[config.mk]
export PLATFORM = sky130hd
export DESIGN_NAME = clk_window_gen
export DESIGN_NICKNAME = d
export VERILOG_FILES = /design/src/rtl/clk_window_gen.sv
export SDC_FILE = /design/constraint.sdc
export NUM_CORES = 1
export LEC_CHECK = 0
export CAP_MARGIN = 20
export CORE_ASPECT_RATIO = 1.2
export CORE_MARGIN = 2
export CORE_UTILIZATION = 40
export DETAILED_ROUTE_END_ITERATION = 12
export PLACE_DENSITY = 0.71
export SLEW_MARGIN = 0
export SYNTH_ARGS = -nofsm -noshare
export SYNTH_HDL_FRONTEND = slang
export SYNTH_SLANG_ARGS = --single-unit
[constraint.sdc]
create_clock -name clk -period 4.17 [get_ports clk]
set_input_delay 1.0425 -clock clk [delete_from_list [all_inputs] [get_ports clk]]
set_output_delay 1.0425 -clock clk [all_outputs]
set_load 0.1 [all_outputs]
[src/rtl/clk_window_gen.sv]
// -----------------------------------------------------------------------------
// clk_window_gen
//   Programmable strobe generator for the start/stop pair of a downstream cycle
//   counter. An accepted arm latches the configuration, waits delay_i+1 cycles,
//   then emits reps_i windows. Each window is a 1-cycle start_o followed
//   max(width_i,1) cycles later by a 1-cycle stop_o. Consecutive windows are
//   separated so that the next start_o lands gap_i+1 cycles after stop_o.
//   abort closes an open window and ends the sequence with aborted_o set.
//
//   Optional feature macro: CLK_WINDOW_GEN_STATS_EN
//     When defined, adds win_cnt_o, a free-running count of stop_o strobes
//     since reset. It wraps, is not cleared by arm, and includes stops forced
//     by abort.
// -----------------------------------------------------------------------------
module clk_window_gen #(
    parameter int CNT_W = 32,
    parameter int REP_W = 16
) (
    input  logic             clk,
    input  logic             rst,
    input  logic             arm,
    input  logic             abort,
    input  logic [CNT_W-1:0] delay_i,
    input  logic [CNT_W-1:0] width_i,
    input  logic [CNT_W-1:0] gap_i,
    input  logic [REP_W-1:0] reps_i,
    output logic             start_o,
    output logic             stop_o,
    output logic             busy_o,
    output logic             done_o,
    output logic             aborted_o,
    output logic [REP_W-1:0] rep_left_o
`ifdef CLK_WINDOW_GEN_STATS_EN
    ,
    output logic [REP_W-1:0] win_cnt_o
`endif
);

    typedef enum logic [2:0] {
        ST_IDLE,
        ST_DELAY,
        ST_ACTIVE,
        ST_GAP,
        ST_FINISH
    } state_t;

    state_t           r_state;
    logic [CNT_W-1:0] r_timer;     // down-counter for delay, width and gap phases
    logic [CNT_W-1:0] r_width_m1;  // latched width_eff - 1
    logic [CNT_W-1:0] r_gap;       // latched gap_i

    logic [CNT_W-1:0] w_width_m1;
    logic             w_timer_zero;
    logic             w_reps_zero;
    logic             w_more_reps;

    // NOTE: width_eff - 1 is formed as (width_i == 0) ? 0 : width_i - 1 so an
    // all-ones width never needs a +1 and the timer can never wrap.
    assign w_width_m1   = (width_i == '0) ? '0 : width_i - CNT_W'(1);
    assign w_timer_zero = (r_timer == '0);
    assign w_reps_zero  = (reps_i == '0);
    assign w_more_reps  = (rep_left_o != '0);

    // Sequencer: state, timer, latched configuration and every registered output.
    // NOTE: asynchronous active-low reset; all state here is updated with
    // non-blocking assignments so every register samples pre-edge values.
    always_ff @(posedge clk or negedge rst) begin
        if (!rst) begin
            r_state    <= ST_IDLE;
            r_timer    <= '0;
            r_width_m1 <= '0;
            r_gap      <= '0;
            start_o    <= 1'b0;
            stop_o     <= 1'b0;
            busy_o     <= 1'b0;
            done_o     <= 1'b0;
            aborted_o  <= 1'b0;
            rep_left_o <= '0;
`ifdef CLK_WINDOW_GEN_STATS_EN
            win_cnt_o  <= '0;
`endif
        end else begin
            // NOTE: strobes default low every cycle so each one is exactly one
            // clock wide without any explicit clearing state.
            start_o <= 1'b0;
            stop_o  <= 1'b0;
            done_o  <= 1'b0;

            case (r_state)
                ST_IDLE: begin
                    busy_o <= 1'b0;
                    // arm together with abort is treated as no request
                    if (arm && !abort) begin
                        r_timer    <= delay_i;
                        r_width_m1 <= w_width_m1;
                        r_gap      <= gap_i;
                        rep_left_o <= reps_i;
                        aborted_o  <= 1'b0;
                        busy_o     <= 1'b1;
                        r_state    <= w_reps_zero ? ST_FINISH : ST_DELAY;
                    end
                end

                // DELAY and GAP both count down to the next start_o
                ST_DELAY, ST_GAP: begin
                    if (abort) begin
                        aborted_o <= 1'b1;
                        r_state   <= ST_FINISH;
                    end else if (w_timer_zero) begin
                        start_o    <= 1'b1;
                        rep_left_o <= rep_left_o - REP_W'(1);
                        r_timer    <= r_width_m1;
                        r_state    <= ST_ACTIVE;
                    end else begin
                        r_timer <= r_timer - CNT_W'(1);
                    end
                end

                // Window open: close it on timeout or abort, never both twice
                ST_ACTIVE: begin
                    if (abort || w_timer_zero) begin
                        stop_o <= 1'b1;
`ifdef CLK_WINDOW_GEN_STATS_EN
                        win_cnt_o <= win_cnt_o + REP_W'(1);
`endif
                        if (abort) begin
                            aborted_o <= 1'b1;
                            r_state   <= ST_FINISH;
                        end else if (w_more_reps) begin
                            r_timer <= r_gap;
                            r_state <= ST_GAP;
                        end else begin
                            r_state <= ST_FINISH;
                        end
                    end else begin
                        r_timer <= r_timer - CNT_W'(1);
                    end
                end

                // busy_o stays high through the done_o cycle and drops after it
                ST_FINISH: begin
                    done_o  <= 1'b1;
                    r_timer <= '0;
                    r_state <= ST_IDLE;
                end

                default: begin
                    r_state <= ST_IDLE;
                end
            endcase
        end
    end

endmodule

==> results of run 1 <==
final cells by class:
type / instances / area [um2] / share of cell area (%)
Inverter: 18 / 67.6 / 0.724
Clock buffer: 17 / 425 / 4.56
Clock inverter: 14 / 174 / 1.86
Multi-Input combinational cell: 665 / 3820 / 41.0
Sequential cell: 120 / 3000 / 32.2
Tap cell: 220 / 275 / 2.95
Timing Repair Buffer: 161 / 1560 / 16.7
synthesized netlist by cell type, types with 6 or more instances:
master,count,share of area [%]
a211oi_1,9,0.95
a21oi_1,32,2.2
a221oi_1,12,1.5
a22oi_1,13,1.4
and3_1,9,0.79
buf_2,10,0.70
clkbuf_1,44,2.3
dfrtp_1,120,42
inv_1,18,0.95
nand2_1,158,8.3
nand3_1,14,0.98
nand4_1,8,0.70
nor2_1,53,2.8
nor3_1,32,2.2
nor4_1,29,2.5
o211ai_1,6,0.63
o21ai_0,83,5.8
o21ai_1,30,2.1
o22ai_1,14,1.2
o31ai_1,20,2.1
or3_1,14,1.2
or4_1,14,1.5
xnor2_1,23,2.8
xor2_1,16,2.0
power breakdown:
group          switching, uW  internal (uW)  total, uW
sequential               251           1430       1680
clock                    550            939       1490
combinational            897            484       1380
worst reg2reg max path: cells and delay by family (launching register included):
kind | cells | cell delay [ps]
compound gates | 3 | 1210
fa+ha+maj | 1 | 160
buf+inv | 2 | 470
flops | 1 | 400
simple gates | 3 | 940
state kept, by name, summed over array words and instances (netlist names):
register / count
r_gap: 32
r_timer: 32
r_width_m1: 32
rep_left_o: 16
r_state: 3
aborted_o: 1
busy_o: 1
done_o: 1
start_o: 1
stop_o: 1
layer usage:
| metal | global-route usage, % | wire length (um) |
|---|---|---|
| met2 | 36.6 | 9990 |
| met3 | 4.69 | 1320 |
| met1 | 29.6 | 9280 |
| met5 | 0 | 0 |
| met4 | 8.90 | 486 |
worst min path at each step:
stage              start        end
6_report        r_gap[8]   r_gap[8]
2_1_floorplan  r_gap[14]  r_gap[14]
3_5_place_dp    r_gap[3]   r_gap[3]
3_3_place_gp   r_gap[16]  r_gap[16]
5_1_grt        r_gap[15]  r_gap[15]
4_1_cts         r_gap[3]   r_gap[3]
cell families after synthesis:
kind of cell | Yosys count | synth area share (%)
buffers and inverters | 78 | 4.49
XOR/XNOR | 39 | 4.79
AO/OA/AOI/OAI | 255 | 22.4
adder cells (fa/ha/maj) | 5 | 0.878
AND/OR/NAND/NOR | 366 | 25.3
flip-flops | 120 | 42.1
through the flow:
stage	hold slack, ps	utilization, %
after floorplan	437	-
after global placement	450	49.8
after detailed placement	462	49.8
after CTS	476	53.3
after global routing	492	53.3
final	472	53.3
==> metrics.md, run 1 <==
| Metric | Value |
|---|---|
| Syn Inst Count | `between 800 and 900` |
| CP peak stage delay | `670 ps` |
| Hold path cells | `2` |
| Place WS | `500 ps` |
| Mean Syn Cell Area | `between 8 and 9 um2` |
| Post-synthesis register bit count | `120` |
| Ys flop type | `dfrtp_1` |
| RR Endpoint | `r_timer[19]` |
| Tightest Pin Transition | `1010 ps` |
| Top delay family on crit path | `compound AO/OA/AOI/OAI gates` |
| Num CTS Buffers | `17` |
| Worst EP required | `about 4500 ps` |
| Post-Route WL | `between 20,000 and 25,000 um` |
| Initial DRC count | `626` |
| DP HPWL | `15,400 um` |
| MaxCap Viol Count | `0` |
| Worst-path clk slew | `approximately 60 ps` |
| Crit-path max FO | `18` |
| Fmax achieved | `0.302 GHz` |
| FF-to-FF Start | `r_timer[0]` |
| # setup viols final | `0` |
| Initial antenna violation count | `0` |
| CP arrival | `roughly 3600 ps` |
| Crit path launch | `r_timer[0]` |
| Final hold violations | `0` |
| End of the critical path | `r_timer[19]` |
| Chip height | `150 um` |
| Flop2flop setup slack | `approximately 860 ps` |
| Die width | `around 130 um` |
| Worst path cell trace | `inv_1 > ha_1 > or4b_4 > or2_1 > o31ai_2 > buf_4 > nor2_1 > a2111oi_0 > o2bb2ai_1` |
| DRT Pass-1 Iters | `5` |
| GRT Util Overall | `a little under a quarter` |
| Worst hold-check path type | `register to register` |
| Gpl congestion | `approximately 0.9` |
| CP Capture Type | `register` |
| Async SR Flop Fraction | `100%` |
| Routed wire per std cell | `approximately 17 um` |
| Tcrit/Tclk final | `79.3%` |
| Io pins | `approximately 140` |
| Tot Pwr | `between 4000 and 5000 uW` |
| Fillers | `~1,700` |
| Row cnt | `53` |
| DRC viols | `0` |
| Core area | `17,500 um2` |
| Post-CTS Setup Bufs | `0` |
| Clock Skews | `about 7.9 ps` |
| Kind of critical path | `register to register` |
| Crit path time final | `between 3000 and 4000 ps` |
| Synth unique cells | `a little over 60` |
| CTS tree | `built` |
| Sequential share of the synthesized area | `around 42%` |
| Syn Nets | `a little under 1,000` |
| VDD IR max | `0.296 mV` |
| H-tree Lvls | `4` |
| Commonest non-fill, non-tap cell in the layout | `nand2_1` |
| Final #Nets | `1,104` |
| Layout cell share with drive strength beyond 1 | `~7.9%` |
| Die area | `about 19,000 um2` |
| Post-CTS sizing | `0` |
| TritonCTS Sinks | `120` |
| Placed cells | `between 1,000 and 1,500` |
| Overflow after GRT | `0` |
| Slew headroom | `32.4%` |
| TNS Setup | `0 ps` |
| Initial Utilization | `a little over 40%` |
| Final worst-path setup slack | `~860 ps` |
| RSZ-0062 raised after global routing | `no` |
| CTS max path bufs | `2` |
| Largest net degree at the start of global routing | `between 70 and 80` |
| Leak | `between 0.003 and 0.004 uW` |
| Post-synth EDFFs | `0` |
| Via/cell ratio | `about 5.8` |
| Startpoint Class | `register` |
| Root Driver | `clkbuf_16` |
| Critical Path Slowest Stage Cell | `o31ai_2` |
| ANT cells | `0` |
| P&R area growth vs syn | `30.8%` |
| Placed Area | `8730 um2` |
| CTS Hold Bufs | `0` |
| PD cells | `just under 500 nW/um2` |
| Total vias in the final route | `between 7,000 and 8,000` |
| Finished Layout Cells | `1,215` |
| Finished Cell Area | `~9300 um2` |
| Clk Latency, worst-skew pair | `between 400 and 500 ps` |
| Instance count on the critical path | `9` |
| R2R depth | `9` |
| Status | `finished clean` |
| Mapped cell area | `7130 um2` |
| Syn. warnings | `0` |
| Critical path buffer and inverter count | `2` |
| Final Max Slew Viols | `0` |
| IO Port Bufs | `136` |
| Antenna viol nets, final | `0` |
| Most frequent cells in the layout | `nand2_1 (158), clkdlybuf4s50_1 (135), dfrtp_1 (120)` |
| Vias in the first global route | `roughly 6,700` |
| Global-route wire length before repair | `33,900 um` |
Note: power is estimated with default switching activity, not from simulation.
==> run 2: changes to the inputs <==
--- a/config.mk
+++ b/config.mk
@@ -10,7 +10,7 @@
 export CORE_MARGIN = 2
 export CORE_UTILIZATION = 40
 export DETAILED_ROUTE_END_ITERATION = 12
-export PLACE_DENSITY = 0.71
+export PLACE_DENSITY = 0.74
 export SLEW_MARGIN = 0
 export SYNTH_ARGS = -nofsm -noshare
 export SYNTH_HDL_FRONTEND = slang
==> constraint.sdc (replaced) <==
create_clock -name clk -period 2.75 [get_ports clk]
set_input_delay 0.6875 -clock clk [delete_from_list [all_inputs] [get_ports clk]]
set_output_delay 0.6875 -clock clk [all_outputs]
set_load 0.1 [all_outputs]
==> run 2 against run 1 <==
Effect of this change:
- clock skew hardly changed
- clock power is 44% higher
- sequential share of layout area is 1.7 points lower
- flip-flop and latch count stayed put
- combinational power is 62% higher
- utilization is 3.1 points higher
- global-route usage is 0.77 points higher
- critical path type is now input pin to register
- largest power group unchanged
- register-to-register slack worse by 730 ps
- power is 52% higher
- largest cell class unchanged
- worst setup slack worse by 790 ps
- wire length is 4.4% higher
==> metrics.md, run 2 (synthesis gave the netlist of run 1 again) <==
| Metric | Value |
|---|---|
| Overflow after GRT | `0` |
| CP Capture Type | `register` |
| Most used cell, CP | `or4_4` |
| Root Driver | `clkbuf_16` |
| IO Port Bufs | `between 100 and 150` |
| Finished Cell Area | `9860 um2` |
| Final hold violations | `0` |
| RSZ-0062 raised after global routing | `yes` |
| Leak | `about 0.0041 uW` |
| Core area | `between 15,000 and 20,000 um2` |
| Initial DRC count | `slightly below 800` |
| Post-CTS Setup Bufs | `0` |
| CP arrival | `roughly 3000 ps` |
| CTS tree | `built` |
| PD cells | `approximately 700 nW/um2` |
| Flop2flop setup slack | `130 ps` |
| DRC viols | `0` |
| Io pins | `around 140` |
| Worst path cell trace | `clkdlybuf4s50_1 > or4_4 > or2_2 > or4_4 > nor4_4 > xnor2_1 > o22ai_1` |
| Vias in the first global route | `around 7,000` |
| Crit-path max FO | `3` |
| Multi-input gate area | `~3900 um2` |
| VDD IR max | `about 0.44 mV` |
| Commonest non-fill, non-tap cell in the layout | `nand2_1` |
| Fillers | `1,571` |
| Tot Pwr | `6930 uW` |
| Hold slack | `~260 ps` |
| Largest net degree at the start of global routing | `75` |
| Layout cell share with drive strength beyond 1 | `approximately 17%` |
| Top Registers | `r_gap (32), r_timer (32), r_width_m1 (32)` |
| DP HPWL | `between 15,000 and 20,000 um` |
| Startpoint Class | `input pin` |
| Worst EP required | `around 3100 ps` |
| Via/cell ratio | `a little under 6` |
| Num CTS Buffers | `17` |
| Tightest Pin Transition | `roughly 710 ps` |
| R2R depth | `8` |
| Clk Latency, worst-skew pair | `between 400 and 500 ps` |
| Row cnt | `53` |
| Final #Nets | `between 1,000 and 1,500` |
| Critical path buffer and inverter count | `1` |
| Worst hold-check path type | `input pin to async pin` |
| Routed wire per std cell | `between 15 and 20 um` |
| Initial Utilization | `40.7%` |
| Status | `finished clean` |
| Placed Area | `between 9000 and 10,000 um2` |
| Antenna viol nets, final | `0` |
| Clock Skews | `between 7 and 8 ps` |
| Total vias in the final route | `between 7,000 and 8,000` |
| GRT Util Overall | `between 20% and 30%` |
| Worst-path clk slew | `60 ps` |
| H-tree Lvls | `4` |
| Top delay family on crit path | `simple AND/OR/NAND/NOR gates` |
| Die area | `around 19,000 um2` |
| Global-route wire length before repair | `about 35,000 um` |
| P&R area growth vs syn | `38.4%` |
| DRT Pass-1 Iters | `7` |
| Crit path time final | `roughly 2700 ps` |
| Most frequent cells in the layout | `nand2_1 (158), dfrtp_1 (115), clkdlybuf4s50_1 (114)` |
| Slew headroom | `roughly 53%` |
| Kind of critical path | `input pin to register` |
| Post-Route WL | `approximately 22,000 um` |
| Register area | `about 3000 um2` |
| Fmax achieved | `about 0.37 GHz` |
| Die width | `approximately 130 um` |
| # setup viols final | `0` |
| CP peak stage delay | `590 ps` |
| Final Max Slew Viols | `0` |
| Instance count on the critical path | `7` |
| CTS max path bufs | `2` |
| TritonCTS Sinks | `120` |
| MaxCap Viol Count | `0` |
| Chip height | `~150 um` |
| Gpl congestion | `0.921` |
| Tcrit/Tclk final | `a little under 100%` |
| ANT cells | `0` |
| Initial antenna violation count | `0` |
| Critical Path Slowest Stage Cell | `or4_4` |
-- run 2: changes by cell type in the layout (fill, tap and decap cells not counted), sizes merged --
cell,change
clkinvlp,-2
inv,+5
clkdlybuf4s50,-21
clkinv,-1
bufinv,-2
buf,+87
-- run 2: report_power, final --
group / switching [uW] / internal (uW)
registers: 377 / 2170
clock network: 883 / 1260
logic: 1420 / 815
total: 2680 / 4250
-- run 2: cell type report --
type / instances / area share (%)
inverters: 18 / 0.685
well taps: 220 / 2.79
multi-input cells: 665 / 39.2
clock inverters: 14 / 1.38
clock buffers: 17 / 4.31
repair buffers: 227 / 21.1
flip-flops and latches: 120 / 30.5
-- run 2: metrics by stage --
step	cells	utilization [%]	worst slack, ps	setup TNS [ps]
after global routing	1281	56.3	-20.0	-33.5
after detailed placement	1250	52.8	-475	-8410
after floorplan	863	-	10.3	0
after CTS	1281	56.1	1.68	0
after global placement	1250	52.8	-439	-7500
final	1281	56.3	71.8	0
-- run 2: layer usage --
layer / vias up / share of wire [%] / GRT usage, % / routed length [um]
li1: 3518 / - / - / -
met1: 3513 / 43 / 30.7 / 9360
met2: 368 / 47 / 38.3 / 10400
met3: 53 / 7.4 / 4.12 / 1630
met4: 0 / 2.9 / 9.18 / 646
met5: - / 0 / 0 / 0
-- run 2: repair_timing --
item                                    4_1_cts  5_1_grt
gates resized for setup                       4        9
hold buffers                                  0        0
endpoints found under the setup margin       10       39
pin swaps                                     0        3
-- run 2: path summary, 6_finish.rpt --
path | to | from
worst min register to register | r_gap[6] | r_gap[6]
worst max register to register | r_timer[22] | r_timer[28]
min in group clk | r_gap[6] | r_gap[6]
worst min-delay path | r_timer[4] | rst
max in group asynchronous | r_gap[19] | rst
worst max-delay path | r_width_m1[27] | width_i[15]
